==> src/rtl/led_pkg.sv <==
// Shared constants and FSM state type for the LED bank arbiter.
package led_pkg;
    localparam int LED_W          = 8;
    localparam int TICK_DIV_12MHZ = 1000000;

    typedef enum logic {
        IDLE,
        SHOW
    } state_t;
endpackage

==> src/rtl/led_bank_arbiter_if.sv <==
// Request/display bus between LED requesters (master) and the bank arbiter (slave).
interface led_bank_arbiter_if
    import led_pkg::*;
#(
    parameter int N_REQ  = 4,
    parameter int HOLD_W = 8
);
    logic [N_REQ-1:0]        req;
    logic [LED_W*N_REQ-1:0]  pattern;
    logic [HOLD_W*N_REQ-1:0] hold;
    logic [N_REQ-1:0]        ack;
    logic [N_REQ-1:0]        done;
    logic                    busy;
    logic [$clog2(N_REQ)-1:0] owner;
    logic [LED_W-1:0]        led;

    modport master (
        output req, pattern, hold,
        input  ack, done, busy, owner, led
    );

    modport slave (
        input  req, pattern, hold,
        output ack, done, busy, owner, led
    );
endinterface

==> src/rtl/led_rr_pick.sv <==
// Combinational round-robin picker: first active request after last_owner, wrapping.
module led_rr_pick #(
    parameter int N_REQ = 4,
    parameter int IDX_W = $clog2(N_REQ)
) (
    input  logic [N_REQ-1:0] req,
    input  logic [IDX_W-1:0] last_owner,
    output logic             valid,
    output logic [IDX_W-1:0] winner
);
    always_comb begin
        int cand;
        cand   = 0;
        valid  = 1'b0;
        winner = '0;
        // Offset 1..N_REQ so last_owner itself is considered last.
        for (int i = 1; i <= N_REQ; i++) begin
            cand = int'(last_owner) + i;
            if (cand >= N_REQ) cand = cand - N_REQ;
            if (!valid && req[cand]) begin
                valid  = 1'b1;
                winner = IDX_W'(cand);
            end
        end
    end
endmodule

==> src/rtl/led_bank_arbiter.sv <==
// Shares the 8-LED bank between N_REQ requesters, showing each granted pattern for its hold time.
module led_bank_arbiter
    import led_pkg::*;
#(
    parameter int           N_REQ        = 4,
    parameter int           TICK_DIV     = TICK_DIV_12MHZ,
    parameter int           HOLD_W       = 8,
    parameter logic [7:0]   IDLE_PATTERN = 8'h00
) (
    input  logic               clk,
    input  logic               rst,
    led_bank_arbiter_if.slave  bus
);
    localparam int IDX_W   = $clog2(N_REQ);
    localparam int PRESC_W = $clog2(TICK_DIV + 1);

    state_t              state_q, state_d;
    logic [LED_W-1:0]    led_q, led_d;
    logic [N_REQ-1:0]    ack_q, ack_d;
    logic [N_REQ-1:0]    done_q, done_d;
    logic [IDX_W-1:0]    owner_q, owner_d;
    logic [IDX_W-1:0]    last_owner_q, last_owner_d;
    logic [PRESC_W-1:0]  presc_q, presc_d;
    logic [HOLD_W-1:0]   ticks_q, ticks_d;

    logic                pick_valid;
    logic [IDX_W-1:0]    pick_winner;
    logic [HOLD_W-1:0]   win_hold;

    led_rr_pick #(
        .N_REQ (N_REQ),
        .IDX_W (IDX_W)
    ) u_pick (
        .req        (bus.req),
        .last_owner (last_owner_q),
        .valid      (pick_valid),
        .winner     (pick_winner)
    );

    assign win_hold = bus.hold[HOLD_W*int'(pick_winner) +: HOLD_W];

    always_comb begin
        state_d      = state_q;
        led_d        = led_q;
        ack_d        = '0;
        done_d       = '0;
        owner_d      = owner_q;
        last_owner_d = last_owner_q;
        presc_d      = presc_q;
        ticks_d      = ticks_q;

        unique case (state_q)
            IDLE: begin
                if (pick_valid) begin
                    led_d              = bus.pattern[LED_W*int'(pick_winner) +: LED_W];
                    ticks_d            = (win_hold == '0) ? HOLD_W'(1) : win_hold;
                    presc_d            = '0;
                    owner_d            = pick_winner;
                    ack_d[pick_winner] = 1'b1;
                    state_d            = SHOW;
                end
            end
            SHOW: begin
                if (presc_q == PRESC_W'(TICK_DIV - 1)) begin
                    presc_d = '0;
                    ticks_d = ticks_q - HOLD_W'(1);
                    // Final tick: release the bank; counter never goes below zero.
                    if (ticks_q == HOLD_W'(1)) begin
                        led_d           = IDLE_PATTERN;
                        done_d[owner_q] = 1'b1;
                        last_owner_d    = owner_q;
                        state_d         = IDLE;
                    end
                end else begin
                    presc_d = presc_q + PRESC_W'(1);
                end
            end
            default: state_d = IDLE;
        endcase
    end

    always_ff @(posedge clk) begin
        if (rst) begin
            state_q      <= IDLE;
            led_q        <= IDLE_PATTERN;
            ack_q        <= '0;
            done_q       <= '0;
            owner_q      <= '0;
            last_owner_q <= IDX_W'(N_REQ - 1);
            presc_q      <= '0;
            ticks_q      <= '0;
        end else begin
            state_q      <= state_d;
            led_q        <= led_d;
            ack_q        <= ack_d;
            done_q       <= done_d;
            owner_q      <= owner_d;
            last_owner_q <= last_owner_d;
            presc_q      <= presc_d;
            ticks_q      <= ticks_d;
        end
    end

    assign bus.led   = led_q;
    assign bus.ack   = ack_q;
    assign bus.done  = done_q;
    assign bus.owner = owner_q;
    assign bus.busy  = (state_q == SHOW);
endmodule

==> src/flat_wrapper.sv <==
// flat-port wrapper written by rule: the top's interface ports become plain ports
module led_bank_arbiter_flat import led_pkg::*;
#(
    parameter int           N_REQ        = 4,
    parameter int           TICK_DIV     = TICK_DIV_12MHZ,
    parameter int           HOLD_W       = 8,
    parameter logic [7:0]   IDLE_PATTERN = 8'h00
)
  (clk, rst, bus_req, bus_pattern, bus_hold, bus_ack, bus_done, bus_busy, bus_owner, bus_led);
  led_bank_arbiter_if #(.N_REQ(N_REQ), .HOLD_W(HOLD_W)) bus_i ();
  input  logic clk;
  input  logic rst;
  input wire logic [$bits(bus_i.req)-1:0] bus_req;
  input wire logic [$bits(bus_i.pattern)-1:0] bus_pattern;
  input wire logic [$bits(bus_i.hold)-1:0] bus_hold;
  output wire logic [$bits(bus_i.ack)-1:0] bus_ack;
  output wire logic [$bits(bus_i.done)-1:0] bus_done;
  output wire logic [$bits(bus_i.busy)-1:0] bus_busy;
  output wire logic [$bits(bus_i.owner)-1:0] bus_owner;
  output wire logic [$bits(bus_i.led)-1:0] bus_led;
  assign bus_i.req = bus_req;
  assign bus_i.pattern = bus_pattern;
  assign bus_i.hold = bus_hold;
  assign bus_ack = bus_i.ack;
  assign bus_done = bus_i.done;
  assign bus_busy = bus_i.busy;
  assign bus_owner = bus_i.owner;
  assign bus_led = bus_i.led;
  led_bank_arbiter #(.N_REQ(N_REQ), .TICK_DIV(TICK_DIV), .HOLD_W(HOLD_W), .IDLE_PATTERN(IDLE_PATTERN)) u_core (.clk(clk), .rst(rst), .bus(bus_i));
endmodule
==> config.mk <==
export PLATFORM = sky130hd
export DESIGN_NAME = led_bank_arbiter_flat
export DESIGN_NICKNAME = d
export VERILOG_FILES = /design/src/rtl/led_pkg.sv /design/src/rtl/led_bank_arbiter_if.sv /design/src/rtl/led_rr_pick.sv /design/src/rtl/led_bank_arbiter.sv /design/src/flat_wrapper.sv
export SDC_FILE = /design/constraint.sdc
export NUM_CORES = 1
export LEC_CHECK = 0
export CAP_MARGIN = 40
export CORE_MARGIN = 3
export CORE_UTILIZATION = 44
export CTS_BUF_LIST = sky130_fd_sc_hd__clkbuf_4 sky130_fd_sc_hd__clkbuf_8
export DETAILED_ROUTE_END_ITERATION = 8
export PLACE_DENSITY = 0.77
export SLEW_MARGIN = 10
export SYNTH_ARGS = -nofsm -noshare
export SYNTH_HDL_FRONTEND = slang
export SYNTH_SLANG_ARGS = --single-unit
==> constraint.sdc <==
create_clock -name clk -period 2.2 [get_ports clk]
set_input_delay 0.22 -clock clk [delete_from_list [all_inputs] [get_ports clk]]
set_output_delay 0.22 -clock clk [all_outputs]
set_load 0.005 [all_outputs]
==> After elaboration in Yosys (flattened, before gate mapping) <==
Index checks and enable logic that the tools add are counted.
{ "word_totals": {"reg_bits": 49, "latch_bits": 0, "ramBits": 0, "romBits": 0, "output_inout_bits": 19, "wordCells": 99, "mem_count": 0} }
{ "classes": {"addsub": 10, "multipliers": 0, "div": 0, "magnitude_cmp": 12, "n_eq_ne": 5, "shift": 2, "n_mux": 43, "bitwise_logic": 4, "n_reduce_logical": 15} }
{ "op_table": {"columns": ["op", "n"], "rows": [
  ["less-than comparator 32 x 4 -> 1 bit, second input constant", 4],
  ["two-way mux 32 bit", 4],
  ["indexed part select 32 x 6 -> 8 bit", 2],
  ["two-way mux 8 bit", 6],
  ["two-way mux 20 bit", 2],
  ["case mux 20 bit (2 select lines)", 1],
  [">= comparator 32 x 4 -> 1 bit, second input constant", 1],
  ["case mux 8 bit (2 select lines)", 2],
  ["subtractor 32 x 4 -> 32 bit, second input constant", 1],
  ["adder 20 x 1 -> 20 bit, second input constant", 1],
  ["equality test 20 bit, second input constant", 1],
  ["two-way mux 1 bit", 17],
  ["binary-select mux 1 bit (select 2 bit)", 4],
  ["equality test 8 x 1 -> 1 bit, second input constant", 1],
  ["zero test 8 bit", 1],
  ["two-way mux 2 bit", 4],
  ["subtractor 3 x 3 -> 4 bit, second input constant", 2],
  ["subtractor 8 x 1 -> 8 bit, second input constant", 1],
  ["adder 2 x 2 -> 3 bit, second input constant", 2],
  [">= comparator 3 bit, second input constant", 2],
  ["less-than comparator 2 x 3 -> 1 bit, second input constant", 2],
  ["AND reduction 3 bit", 2],
  ["logical AND 1 bit", 5],
  ["subtractor 4 x 3 -> 5 bit, second input constant", 1],
  ["13 further kinds", 22]
]} }

==> Depth between registers and ports, before layout <==
{ "depth": {"word_depth": 21, "ltp_mapped": 8} }

==> By module <==
From an unflattened synthesis, not the netlist that was laid out.
{ "unflattened": {"cells_unflattened": 317, "hier_area_um2": 2773.9} }
{ "by_module_without_submodules": {"columns": ["mod", "n_inst", "cells_each", "area_each_um2", "seq_area_each_um2"], "rows": [
  ["led_bank_arbiter", 1, 303, 2682.6, 980.9],
  ["led_rr_pick", 1, 14, 91.3, 0.0]
]} }

==> Worst setup path before layout <==
Ideal clock, no wire load.
{ "synth_path": {"kind": "register -> register", "startpoint": "reg u_core.presc_q[0]", "endpoint": "reg u_core.last_owner_q[1]", "setup_ns": 0.120, "arrival_time_ns": 1.963, "required_time_ns": 2.080, "slack_ns": 0.117, "stages_incl_launch_ff": 8, "n_path_buf": 0, "period_less_slack_ns": 2.083, "path_cell_list": "dfxtp_1 -> ha_1 -> nand4_1 -> nor4_4 -> and3_1 -> and4b_2 -> nor2b_1 -> a211o_1"} }
{ "synth_via": {"elab_chain_cells": 2} }
{ "synth_lines": {"columns": ["item", "line", "rtl"], "rows": [
  ["from (decl)", "led_bank_arbiter.sv:23", "logic [PRESC_W-1:0] presc_q, presc_d;"],
  ["from (signal assigned)", "led_bank_arbiter.sv:99", "presc_q <= presc_d;"],
  ["equality test 20 bit", "led_bank_arbiter.sv:64", "if (presc_q == PRESC_W'(TICK_DIV - 1)) begin"],
  ["AND reduction 3 bit (no line)", null, null],
  ["to (signal assigned)", "led_bank_arbiter.sv:89", "last_owner_q <= IDX_W'(N_REQ - 1);"],
  ["to (signal assigned)", "led_bank_arbiter.sv:98", "last_owner_q <= last_owner_d;"],
  ["to (decl)", "led_bank_arbiter.sv:22", "logic [IDX_W-1:0] last_owner_q, last_owner_d;"]
]} }
No other way between the ends.
A chain may end at the register's enable or synchronous reset.

==> Worst setup path in the final report <==
{ "layout_path": {"startpoint": "reg u_core.presc_q[7]", "endpoint": "reg u_core.led_q[2], in the netlist u_core.bus.led[2]"} }
{ "layout_via": {"elab_chain_cells": 3} }
{ "layout_lines": {"columns": ["item", "line", "rtl"], "rows": [
  ["equality test 20 bit", "led_bank_arbiter.sv:64", null],
  ["!= test 2 bit (no line)", null, null],
  ["AND reduction 3 bit (no line)", null, null],
  ["to (signal assigned)", "led_bank_arbiter.sv:94", "led_q <= led_d;"],
  ["to (decl)", "led_bank_arbiter.sv:18", "logic [LED_W-1:0] led_q, led_d;"]
]} }
No other way between the ends.

==> results.py <==
metrics = {
    "cts": {
        "path_clk_slew_ns": 0.09,
        "cts_max_level": 2,
        "clk_latency_ns": 0.30,
        "cts-root-buf": "clkbuf_8",
        "cts.sinks": 49,
        "hold_buffers": 0,
        "clock_path_buffers": 2,
        "numCtsBuffers": 5,
        "cts_tree": "done",
    },
    "yosys": {
        "seq_area_frac_synth_pct": 32.6,
        "synthSimpleGateAreaFrac_pct": 28.4,
        "synthArstFlopShare_pct": 0,
        "muxShareOfSynthArea_pct": 10.1,
        "netlist_area_sq_mm": 0.00301,
        "synth_compound_area_share_pct": 23.9,
        "ys_top_cells_by_area": "dfxtp_1, mux2i_1, nand2_1",
        "synth_ff_type": "dfxtp_1",
        "synth_edf_count": 0,
        "synth_area_per_cell_sq_um": 8.08,
        "synth_cells": 372,
        "ys_ff_latch": 49,
        "syn_nets": 445,
        "synth_top_family_by_area": "simple AND/OR/NAND/NOR gates",
        "yosysWarnings": 0,
        "synth_xor_area_share_pct": 0,
        "synth_largest_area_cell": "dfxtp_1",
        "synth_commonest_cells": "nand2_1, dfxtp_1, a21oi_1, mux2i_1, nor2_1",
        "synthAdderAreaFrac_pct": 1.25,
        "synth.distinct_cells": 58,
        "synth.most_common_cell": "nand2_1",
        "synth_top_area_share_pct": 32.6,
    },
    "grt": {
        "grt_overflow_total": 0,
        "grt_max_degree": 25,
        "grtUsageTotal_pct": 22.7,
        "antenna_found_initial": 0,
        "grt_pass1_vias": 2962,
        "grt_pass1_wl_um": 14400,
    },
    "pwr": {
        "p_comb_share_pct": 25.3,
        "vdd_ir_drop_max_mv": 0.298,
        "netSwitchingPower_mw": 0.577,
        "p_per_area_mw_per_mm2": 463,
        "leakagePower_nw": 1.61,
        "swShare_pct": 28.7,
        "sequentialPowerShare_pct": 47.6,
        "power_mw": 2.01,
        "p_clk_share_pct": 27.0,
        "intPower_mw": 1.44,
    },
    "status": {
        "status": "complete, no violations",
    },
    "detailed_routing": {
        "first_iter_violations": 238,
        "post-route-drc-count": 0,
        "dr_wl_met2_um": 4200,
        "drtPass1Iterations": 5,
        "route.met3.wl_um": 817,
        "vias": 3392,
        "drt_wl_total_um": 9320,
        "topRoutingLayerUsed": "met4",
        "viasPerCell": 6.01,
        "wl_per_cell_um": 16.5,
        "antenna_left": 0,
        "met1_length_um": 4170,
    },
    "setup_path": {
        "crit_path_max_fanout": 8,
        "critPathKind": "register to register",
        "cp-startpoint": "u_core.presc_q[7]",
        "end_kind": "register",
        "r2r-start": "u_core.presc_q[7]",
        "worstPathRequired_ns": 2.40,
        "crit_arrival_ns": 2.34,
        "start_kind": "register",
    },
    "finish": {
        "multi_input_area_sq_mm": 0.00195,
        "post-route-util_pct": 66.9,
        "final_nets": 559,
        "drive_gt1_share_pct": 13.6,
        "stdcell_area_sq_mm": 0.00435,
        "area_delta_synth_final_pct": 44.6,
        "nFillCells": 562,
        "regArea_sq_um": 981,
        "diodes": 0,
    },
    "sta": {
        "finalSetupViolCount": 0,
        "rsz0062_at_grt": "yes",
        "fin_crit_sh_pct": 97.3,
        "fin_hold_ws_ns": 0.476,
        "slew_headroom_pct": 66.4,
        "finalClockSkew_ns": 0.00331,
        "hold_violations": 0,
        "final_max_slew_viol_count": 0,
        "tightest_slew_ns": 0.501,
        "max_freq_ghz": 0.467,
        "min_period_ns": 2.14,
    },
    "placed_design": {
        "placed_area_sq_mm": 0.00421,
        "io_buffers": 88,
        "hpwl_um": 7100,
        "place.gp.congestion": 0.892,
    },
    "floorplanning": {
        "core_sq_mm": 0.00649,
        "die_area_sq_mm": 0.00786,
        "fp.dieW_um": 88.7,
        "ios": 89,
        "initial_core_util_pct": 46.3,
        "die_h_um": 88.7,
        "rows": 29,
    },
    "worst_hold_path": {
        "min_path_type": "register to register",
        "hold_start": "u_core.bus.led[1]",
    },
    "flow_run": {
        "cap_viol_max_count": 0,
    },
}
[cell families (layout without fill, tap and decap cells)]
| family | after synthesis | in the layout |
|---|---|---|
| AND/OR/NAND/NOR | 157 | 157 |
| AO/OA/AOI/OAI | 106 | 106 |
| flip-flops | 49 | 49 |
| multiplexers | 29 | 29 |
| buffers and inverters | 28 | 143 |
| adder cells (fa/ha/maj) | 3 | 3 |
[state kept, by name, indices dropped and copies added (netlist names)]
name / cells
u_core.bus.ack: 4
u_core.bus.owner: 2
u_core.bus.led: 8
u_core.last_owner_q: 2
u_core.bus.done: 4
u_core.bus.busy: 1
u_core.ticks_q: 8
u_core.presc_q: 20
[placed cells by master, fill, tap and decap left out, drive strengths merged, types with 4 or more instances in the layout]
cell           netlist  routed
a211oi               7       7
a21boi               4       4
a21oi               31      31
a311oi               4       4
a31oi                8       8
a32o                 8       8
a41oi                4       4
and3                 6       6
buf                  6      40
clkbuf              15       5
clkdlybuf4s50        0      88
dfxtp               49      49
inv                  7       8
mux2i               28      28
nand2               51      51
nand2b               4       4
nand3               10      10
nand4                4       4
nor2                26      26
nor2b                6       6
nor3                12      12
nor4                 9       9
nor4b                4       4
o21a                 4       4
o21ai               17      17
or3                  6       6
[what timing repair did]
action	in CTS	in global routing
resized for setup	0	4
setup buffers	0	1
setup endpoints to repair	0	13
endpoints found under the hold margin	0	0
[worst paths after layout]
kind         slack, ns  depth (start not counted)           endpoint
max               0.06                          7  u_core.bus.led[2]
min               0.48                          1  u_core.bus.led[1]
max reg2reg       0.06                          7  u_core.bus.led[2]
min reg2reg       0.48                          1  u_core.bus.led[1]
[layer usage]
metal | vias up | track usage, %
met5 | - | 0
met4 | 0 | 5.36
met3 | 13 | 3.54
met2 | 137 | 37.0
met1 | 1598 | 31.6
li1 | 1644 | -
[per-stage QoR]
step,std cells,setup TNS [ns],worst slack (ns)
4_1_cts,563,0,0.0216
6_report,564,0,0.0586
5_1_grt,564,-0.145,-0.0286
3_3_place_gp,555,-0.141,-0.0809
2_1_floorplan,372,0,0.117
3_5_place_dp,555,-0.859,-0.148
[critical path, cell delays in order (launching register included)]
cell and delay, ns:
dfxtp_1 0.33, or4b_1 0.57, nor4_4 0.17, and3_1 0.24
and4b_2 0.29, nor3_2 0.05, buf_4 0.18, a32o_1 0.21
[cell type report]
| cell class | instances | area share [%] |
|---|---|---|
| multi-input combinational | 295 | 44.8 |
| timing repair buffer | 128 | 27.7 |
| sequential | 49 | 22.6 |
| tap | 77 | 2.22 |
| clock buffer | 5 | 1.58 |
| inverter | 7 | 0.604 |
| clock inverter | 3 | 0.489 |
[power by group through the flow]
stage | Clock, mW | Sequential (mW) | Combinational (mW)
finish | 0.544 | 0.958 | 0.510
global route | 0.585 | 0.963 | 0.553
CTS | 0.551 | 0.956 | 0.507
detailed placement | 0 | 0.976 | 0.503
global placement | 0 | 0.975 | 0.494
floorplan | 0 | 0.968 | 0.237
Power figures use the tool's default switching activity.
